===== src/rtl/weight_memory_compute_address_controller_pkg.sv =====
// Shared types and helpers for the weight-memory compute address controller:
// address-width derivation, address typedef and the sequencing FSM encoding.
package weight_memory_pkg;

   function automatic int addr_width(input int depth);
      return (depth <= 1) ? 1 : $clog2(depth);
   endfunction

   localparam int DEFAULT_BANK_DEPTH = 8;

   typedef logic [addr_width(DEFAULT_BANK_DEPTH)-1:0] weight_compute_address_t;

   typedef enum logic [1:0] {
      IDLE  = 2'd0,
      RUN   = 2'd1,
      DRAIN = 2'd2
   } compute_address_state_e;

endpackage


===== src/rtl/weight_memory_compute_address_controller_if.sv =====
// Compute-port bundle between the layer sequencer / weight memory (slave side)
// and the compute address controller (master side).
interface weight_memory_compute_address_controller_if
   import weight_memory_pkg::*;
#(
   parameter int WEIGHT_BANK_DEPTH           = 8,
   parameter int NUMBER_OF_PE_ARRAYS_PER_ROW = 8,
   parameter int PASS_COUNT_WIDTH            = 16
);
   localparam int ADDR_W  = addr_width(WEIGHT_BANK_DEPTH);
   localparam int WORDS_W = $clog2(WEIGHT_BANK_DEPTH + 1);

   logic                                   start;
   logic [ADDR_W-1:0]                      base_address;
   logic [WORDS_W-1:0]                     number_of_words;
   logic [PASS_COUNT_WIDTH-1:0]            number_of_passes;
   logic                                   stall;
   logic [ADDR_W-1:0]                      compute_address [NUMBER_OF_PE_ARRAYS_PER_ROW];
   logic [NUMBER_OF_PE_ARRAYS_PER_ROW-1:0] address_valid;
   logic                                   busy;
   logic                                   done;

   modport master (
      input  start, base_address, number_of_words, number_of_passes, stall,
      output compute_address, address_valid, busy, done
   );

   modport slave (
      output start, base_address, number_of_words, number_of_passes, stall,
      input  compute_address, address_valid, busy, done
   );

endinterface


===== src/rtl/weight_memory_compute_address_controller_skew_chain.sv =====
// N-stage address/valid shift register giving PE array i the stage-0 stream
// i cycles late; the whole chain freezes when enable is low.
module compute_address_skew_chain #(
   parameter int ADDR_W = 3,
   parameter int STAGES = 8
) (
   input  logic              clk,
   input  logic              reset,
   input  logic              enable,
   input  logic [ADDR_W-1:0] in_address,
   input  logic              in_valid,
   output logic [ADDR_W-1:0] stage_address [STAGES],
   output logic [STAGES-1:0] stage_valid
);

   always_ff @(posedge clk) begin
      if (reset) begin
         for (int i = 0; i < STAGES; i++) stage_address[i] <= '0;
         stage_valid <= '0;
      end else if (enable) begin
         // stage 0 keeps its last address while idle so only valid drops
         if (in_valid) stage_address[0] <= in_address;
         stage_valid[0] <= in_valid;
         for (int i = 1; i < STAGES; i++) begin
            stage_address[i] <= stage_address[i-1];
            stage_valid[i]   <= stage_valid[i-1];
         end
      end
   end

endmodule


===== src/rtl/weight_memory_compute_address_controller.sv =====
// Weight-memory compute-port address sequencer: walks W words for P passes,
// optionally skewed per PE array when WEIGHT_COMPUTE_ADDRESS_SKEW_EN is defined.
module weight_memory_compute_address_controller
   import weight_memory_pkg::*;
#(
   parameter int WEIGHT_BANK_DEPTH           = 8,
   parameter int NUMBER_OF_PE_ARRAYS_PER_ROW = 8,
   parameter int PASS_COUNT_WIDTH            = 16
) (
   input logic clk,
   input logic reset,
   weight_memory_compute_address_controller_if.master bus
);
   localparam int ADDR_W  = addr_width(WEIGHT_BANK_DEPTH);
   localparam int WORDS_W = $clog2(WEIGHT_BANK_DEPTH + 1);
   localparam int N       = NUMBER_OF_PE_ARRAYS_PER_ROW;
   localparam int CNT_W   = $clog2(N) + 1;
`ifdef WEIGHT_COMPUTE_ADDRESS_SKEW_EN
   localparam int DRAIN_LAST = N - 1;
`else
   localparam int DRAIN_LAST = 0;
`endif
   localparam logic [ADDR_W:0] DEPTH_V = (ADDR_W + 1)'(WEIGHT_BANK_DEPTH);

   // base + offset modulo a depth that need not be a power of two
   function automatic logic [ADDR_W-1:0] wrap_address(input logic [ADDR_W-1:0]  base,
                                                      input logic [WORDS_W-1:0] offset);
      logic [ADDR_W:0] sum;
      sum = {1'b0, base} + {1'b0, ADDR_W'(offset)};
      if (sum >= DEPTH_V) sum = sum - DEPTH_V;
      return sum[ADDR_W-1:0];
   endfunction

   compute_address_state_e      state, state_nxt;
   logic [ADDR_W-1:0]           base_q;
   logic [WORDS_W-1:0]          words_q, word_idx;
   logic [PASS_COUNT_WIDTH-1:0] passes_q, pass_idx;
   logic [CNT_W-1:0]            drain_cnt;
   logic                        zero_pending, done_r;
   logic                        accept, issue, drain_end, zero_job, last_word, last_pass;
   logic [ADDR_W-1:0]           issue_addr;

   assign zero_job   = (bus.number_of_words == '0) || (bus.number_of_passes == '0);
   assign last_word  = (word_idx == words_q - WORDS_W'(1));
   assign last_pass  = (pass_idx == passes_q - PASS_COUNT_WIDTH'(1));
   assign issue_addr = wrap_address(base_q, word_idx);

   always_ff @(posedge clk) begin
      if (reset) state <= IDLE;
      else       state <= state_nxt;
   end

   always_comb begin
      state_nxt = state;
      unique case (state)
         IDLE:    if (accept && !zero_job) state_nxt = RUN;
         RUN:     if (issue && last_word && last_pass) state_nxt = DRAIN;
         DRAIN:   if (drain_end) state_nxt = IDLE;
         default: state_nxt = IDLE;
      endcase
   end

   always_comb begin
      accept    = 1'b0;
      issue     = 1'b0;
      drain_end = 1'b0;
      bus.busy  = 1'b0;
      unique case (state)
         IDLE:  accept = bus.start;
         RUN: begin
            issue    = !bus.stall;
            bus.busy = 1'b1;
         end
         DRAIN: begin
            drain_end = !bus.stall && (drain_cnt == CNT_W'(DRAIN_LAST));
            bus.busy  = 1'b1;
         end
         default: ;
      endcase
   end

   always_ff @(posedge clk) begin
      if (reset) begin
         base_q       <= '0;
         words_q      <= '0;
         passes_q     <= '0;
         word_idx     <= '0;
         pass_idx     <= '0;
         drain_cnt    <= '0;
         zero_pending <= 1'b0;
         done_r       <= 1'b0;
      end else begin
         zero_pending <= accept && zero_job;
         if (accept) begin
            base_q   <= bus.base_address;
            words_q  <= bus.number_of_words;
            passes_q <= bus.number_of_passes;
            word_idx <= '0;
            pass_idx <= '0;
         end else if (issue) begin
            if (last_word) begin
               word_idx <= '0;
               pass_idx <= pass_idx + PASS_COUNT_WIDTH'(1);
            end else begin
               word_idx <= word_idx + WORDS_W'(1);
            end
         end
         if (issue)                             drain_cnt <= '0;
         else if (state == DRAIN && !bus.stall) drain_cnt <= drain_cnt + CNT_W'(1);
         // a completion seen during stall stays pending until stall releases
         if (zero_pending || drain_end) done_r <= 1'b1;
         else if (!bus.stall)           done_r <= 1'b0;
      end
   end

   assign bus.done = done_r && !bus.stall;

`ifdef WEIGHT_COMPUTE_ADDRESS_SKEW_EN
   logic [ADDR_W-1:0] stage_address [N];
   logic [N-1:0]      stage_valid;

   compute_address_skew_chain #(
      .ADDR_W (ADDR_W),
      .STAGES (N)
   ) u_skew_chain (
      .clk           (clk),
      .reset         (reset),
      .enable        (!bus.stall),
      .in_address    (issue_addr),
      .in_valid      (issue),
      .stage_address (stage_address),
      .stage_valid   (stage_valid)
   );

   for (genvar g = 0; g < N; g++) begin : g_out
      assign bus.compute_address[g] = stage_address[g];
      assign bus.address_valid[g]   = stage_valid[g];
   end
`else
   logic [ADDR_W-1:0] addr_p0;
   logic              vld_p0;

   // stage 0: single register broadcast to every PE array
   always_ff @(posedge clk) begin
      if (reset) begin
         addr_p0 <= '0;
         vld_p0  <= 1'b0;
      end else if (!bus.stall) begin
         vld_p0 <= issue;
         if (issue) addr_p0 <= issue_addr;
      end
   end

   for (genvar g = 0; g < N; g++) begin : g_out
      assign bus.compute_address[g] = addr_p0;
      assign bus.address_valid[g]   = vld_p0;
   end
`endif

endmodule

===== src/flat_wrapper.sv =====
// flat-port wrapper written by rule: the top's interface ports become plain ports
module weight_memory_compute_address_controller_flat import weight_memory_pkg::*;
#(
   parameter int WEIGHT_BANK_DEPTH           = 8,
   parameter int NUMBER_OF_PE_ARRAYS_PER_ROW = 8,
   parameter int PASS_COUNT_WIDTH            = 16
)
  (clk, reset, bus_start, bus_base_address, bus_number_of_words, bus_number_of_passes, bus_stall, bus_compute_address, bus_address_valid, bus_busy, bus_done);
  weight_memory_compute_address_controller_if #(.WEIGHT_BANK_DEPTH(WEIGHT_BANK_DEPTH), .NUMBER_OF_PE_ARRAYS_PER_ROW(NUMBER_OF_PE_ARRAYS_PER_ROW), .PASS_COUNT_WIDTH(PASS_COUNT_WIDTH)) bus_i ();
  input logic clk;
  input logic reset;
  input wire logic [$bits(bus_i.start)-1:0] bus_start;
  input wire logic [$bits(bus_i.base_address)-1:0] bus_base_address;
  input wire logic [$bits(bus_i.number_of_words)-1:0] bus_number_of_words;
  input wire logic [$bits(bus_i.number_of_passes)-1:0] bus_number_of_passes;
  input wire logic [$bits(bus_i.stall)-1:0] bus_stall;
  output wire logic [$bits(bus_i.compute_address)-1:0] bus_compute_address;
  output wire logic [$bits(bus_i.address_valid)-1:0] bus_address_valid;
  output wire logic [$bits(bus_i.busy)-1:0] bus_busy;
  output wire logic [$bits(bus_i.done)-1:0] bus_done;
  assign bus_i.start = bus_start;
  assign bus_i.base_address = bus_base_address;
  assign bus_i.number_of_words = bus_number_of_words;
  assign bus_i.number_of_passes = bus_number_of_passes;
  assign bus_i.stall = bus_stall;
  assign bus_compute_address = {>>{bus_i.compute_address}};
  assign bus_address_valid = bus_i.address_valid;
  assign bus_busy = bus_i.busy;
  assign bus_done = bus_i.done;
  weight_memory_compute_address_controller #(.WEIGHT_BANK_DEPTH(WEIGHT_BANK_DEPTH), .NUMBER_OF_PE_ARRAYS_PER_ROW(NUMBER_OF_PE_ARRAYS_PER_ROW), .PASS_COUNT_WIDTH(PASS_COUNT_WIDTH)) u_core (.clk(clk), .reset(reset), .bus(bus_i));
endmodule

===== config.mk =====
export PLATFORM = sky130hd
export DESIGN_NAME = weight_memory_compute_address_controller_flat
export DESIGN_NICKNAME = d
export VERILOG_FILES = /design/src/rtl/weight_memory_compute_address_controller_pkg.sv /design/src/rtl/weight_memory_compute_address_controller_if.sv /design/src/rtl/weight_memory_compute_address_controller_skew_chain.sv /design/src/rtl/weight_memory_compute_address_controller.sv /design/src/flat_wrapper.sv
export SDC_FILE = /design/constraint.sdc
export NUM_CORES = 1
export LEC_CHECK = 0
export ABC_CLOCK_PERIOD_IN_PS = 3800
export CAP_MARGIN = 20
export CELL_PAD_IN_SITES_DETAIL_PLACEMENT = 1
export CELL_PAD_IN_SITES_GLOBAL_PLACEMENT = 1
export CORE_AREA = 10 10 96 98
export CTS_BUF_LIST = sky130_fd_sc_hd__clkbuf_2 sky130_fd_sc_hd__clkbuf_4 sky130_fd_sc_hd__clkbuf_8
export CTS_CLUSTER_SIZE = 25
export DETAILED_ROUTE_END_ITERATION = 10
export DIE_AREA = 0 0 106 108
export PLACE_DENSITY_LB_ADDON = 0.1
export SYNTH_ARGS = -nofsm -noshare
export SYNTH_HDL_FRONTEND = slang
export SYNTH_SLANG_ARGS = --single-unit

===== constraint.sdc =====
create_clock -name clk -period 3.8 [get_ports clk]
set_input_delay 0.76 -clock clk [delete_from_list [all_inputs] [get_ports clk]]
set_output_delay 0.76 -clock clk [all_outputs]
set_load 0.1 [all_outputs]

==> qor.csv <==
stage,metric,value,unit
logic_synthesis,synth_top_area_share,35.73,%
sta,setup_violations,0,
routing,drt_iter0_drc,60,
routing,vias_per_cell,5.200,
routing,ant_nets,0,
sta,period_needed,2.949,ns
pwr,ir_worst_vdd,165.8,uV
die,num_rows,32,
critical_path,required,3.98,ns
clock_network,tritoncts,yes,
critical_path,cp.arrival,3.13,ns
placed_design,dpl.hpwl,6467,um
critical_path,critPathSlowestCell,clkdlybuf4s50_1,
clock_network,ctsHoldBuffers,0,
clock_network,cts.path.max_buffers,2,
sta,worst-slew-pin-transition,0.9887,ns
logic_synthesis,ys_top_cells_by_area,"dfxtp_1 (36%), buf_4 (7.1%), xnor2_1 (6.8%), xor2_1 (5.4%), a22o_1 (4.8%)",
logic_synthesis,synth_warnings,0,
clock_network,cts_resized,0,
final_layout,drive_gt1_share,6.952,%
logic_synthesis,yosysTopAreaCell,dfxtp_1,
clock_network,path_clk_slew,0.10,ns
routing,wl_per_cell,17.25,um
grt,track_usage,14.58,%
critical_path,path_common_cell,nor2_1,
die,die_h,108,um
run_status,status,"complete, no violations",
routing,vias,2475,
grt,grt_max_degree,22,
logic_synthesis,netlist_instances,344,
grt,grt_pass1_vias,2640,
die,initial_utilization,41.38,%
die,boundaryPins,61,
clock_network,cts_buffers,5,
final_layout,diodes,0,
critical_path,crit_path_cell_trace,clkdlybuf4s50_1 > nor2b_1 > o211ai_1 > a2111oi_4 > buf_4 > nand4_1 > nor2_1 > nand3_1 > xor2_1 > nor2_1,
sta,hold_viol_final,0,
placed_design,gp_congestion,0.8101,
critical_path,cp-end-kind,register,
routing,wl,8209,um
critical_path,max_stage_delay,0.56,ns
critical_path,start_kind,input pin,
hold_path,hp-class,reg -> reg,
logic_synthesis,synthArstFlopShare,0,%
critical_path,crit_fanout,10,
clock_network,post_cts.repair.setup_buffers,0,
logic_synthesis,synth_cell_type_count,51,
critical_path,crit_buf_inv,2,
logic_synthesis,synth-seq-area-share,35.73,%
die,die_w,106,um
logic_synthesis,ys_ff_latch,55,
clock_network,root_buffer,clkbuf_8,
die,fp.dieArea,11450,um^2
final_layout,final_util,49.08,%
clock_network,clkSinkCount,55,
critical_path,critPathKind,in -> reg,
final_layout,fillers,879,
logic_synthesis,ys.flop_type,dfxtp_1,
final_layout,fin_nets,413,
logic_synthesis,synth_edf_count,0,
sta,whs,0.5043,ns
sta,final.setup_skew,0.006129,ns
logic_synthesis,synthesis.nets,383,
critical_path,reg2regPathDepth,8,
clock_network,h-tree-depth,2,
routing,drt-pass1-iter-count,4,
sta,slew_headroom,33.88,%
grt,grt_pass1_wl,13630,um
flow_run,drv_cap,0,
pwr,leakagePower,0.001300,uW
critical_path,r2r_setup_slack,0.93,ns
clock_network,clock_latency,0.32,ns
critical_path,r2r-start,u_core.passes_q[3]$_SDFFE_PP0P_,
hold_path,whs_path_depth,2,
routing,drc_errors,0,
final_layout,syn2layout_area_growth,18.60,%
hold_path,hp-start,u_core.drain_cnt[0]$_SDFFE_PP0P_,
critical_path,r2r_end,u_core.state[0]$_SDFFE_PP0P_,
placed_design,port_buffers,60,
die,core,7447,um^2
grt,antenna_found_initial,0,
logic_synthesis,synthesis.area,3082,um^2
logic_synthesis,syn_avg_cell_area,8.958,um^2
sta,setup_tns,0,ns
grt,grt.overflow.total,0,
pwr,power_density,602.1,nW/um^2
sta,fin_crit_sh,77.61,%
sta,rsz0062_at_grt,no,
sta,slew_viol_final,0,
critical_path,crit_family,simple AND/OR/NAND/NOR gates,
sta,max_freq,0.3391,GHz
hold_path,hold_end,u_core.drain_cnt[0]$_SDFFE_PP0P_,
==> kinds of logic (layout without fill, tap and decap cells) <==
group,Yosys count,after routing,synth area share (%)
XOR/XNOR,43,43,12.22
multiplexers,4,4,1.299
buffers and inverters,56,86,10.64
flip-flops,55,55,35.73
AO/OA/AOI/OAI,63,63,15.19
AND/OR/NAND/NOR,111,111,19.81
adder cells (fa/ha/maj),12,12,5.116
==> sequential cells by signal, indices dropped and copies added (netlist names) <==
| register | flops |
|---|---|
| u_core.pass_idx | 16 |
| u_core.passes_q | 16 |
| u_core.drain_cnt | 4 |
| u_core.word_idx | 4 |
| u_core.words_q | 4 |
| u_core.addr_p0 | 3 |
| u_core.base_q | 3 |
| u_core.state | 2 |
| u_core.done_r | 1 |
| u_core.vld_p0 | 1 |
| u_core.zero_pending | 1 |
==> area by class of cell <==
type | count | area [um^2] | share of cell area, %
multi-input combinational | 233 | 1653 | 45.22
sequential | 55 | 1101 | 30.13
timing repair buffer | 65 | 633.1 | 17.32
tap | 102 | 127.6 | 3.492
clock buffer | 6 | 82.58 | 2.259
inverter | 14 | 52.55 | 1.438
clock inverter | 1 | 5.005 | 0.1369
==> how the worst max path moves through the flow <==
stage                          from                                to  slack (ns)  cells after the start
after floorplan           bus_stall                          bus_done        0.77                      2
after global placement    bus_stall  u_core.pass_idx[11]$_SDFFE_PP0P_        0.61                     10
after detailed placement  bus_stall   u_core.pass_idx[9]$_SDFFE_PP0P_        0.52                     10
after CTS                 bus_stall   u_core.pass_idx[9]$_SDFFE_PP0P_        0.86                     10
after global routing      bus_stall      u_core.state[0]$_SDFFE_PP0P_        0.59                      9
final                     bus_stall  u_core.pass_idx[13]$_SDFFE_PP0P_        0.85                     10
==> layer usage <==
metal,track usage (%),up-vias,wire (um)
li1,-,1228,-
met1,16.34,1186,3662
met2,26.55,52,4043
met3,3.510,9,361
met4,4.932,0,142
met5,0,-,0
==> report_power, final <==
group / internal [uW] / leakage, uW / total, uW / switching, uW
Sequential: 639 / 0.000447 / 724 / 85.2
Clock: 144 / 0.0000470 / 340 / 196
Combinational: 345 / 0.000805 / 1140 / 791
==> Yosys cell counts (all sizes together), types with 6 or more instances <==
library cell  count
xnor2            24
nor4              9
ha               11
xor2             19
nand4             6
buf              31
nor2             36
inv              14
o21ai            11
a21oi            15
a22o             18
nand3             9
clkbuf           11
dfxtp            55
nand2            14
nand2b            8
==> metrics by stage <==
stage | power [uW] | worst slack (ns) | instances | instance area, um^2
6_report | 2200 | 0.8508 | 476 | 3655
5_1_grt | 2322 | 0.5895 | 476 | 3655
4_1_cts | 2223 | 0.8554 | 476 | 3655
3_5_place_dp | 1882 | 0.5243 | 469 | 3567
3_3_place_gp | 1862 | 0.6122 | 469 | 3567
2_1_floorplan | 1676 | 0.7682 | 344 | 3082
==> worst reg2reg max path: stages (launching register included) <==
cell       delay [ns]
dfxtp_1          0.40
nor4_1           0.59
nand2_1          0.19
nor4b_1          0.43
o21ai_2          0.09
nor4b_2          0.33
o2111ai_1        0.21
a221oi_2         0.35
mux2i_1          0.22
==> layout by cell type (no fill, tap or decap), drive strengths merged, types with 2 or more instances in the layout <==
cell type	count
dfxtp	55
nand2	14
o2111ai	2
xnor2	24
nand2b	8
or4	2
a211oi	4
nand3	9
nor2	36
and3	4
or4b	2
a31oi	4
nor2b	4
nor4	9
nor4b	3
buf	7
o21ai	11
nand4	6
nor3	5
clkdlybuf4s50	58
nand3b	3
a21oi	15
or3	2
inv	14
clkbuf	6
xor2	19
mux2i	4
a22o	18
ha	11
No activity file was read; power rests on OpenSTA's default activity.
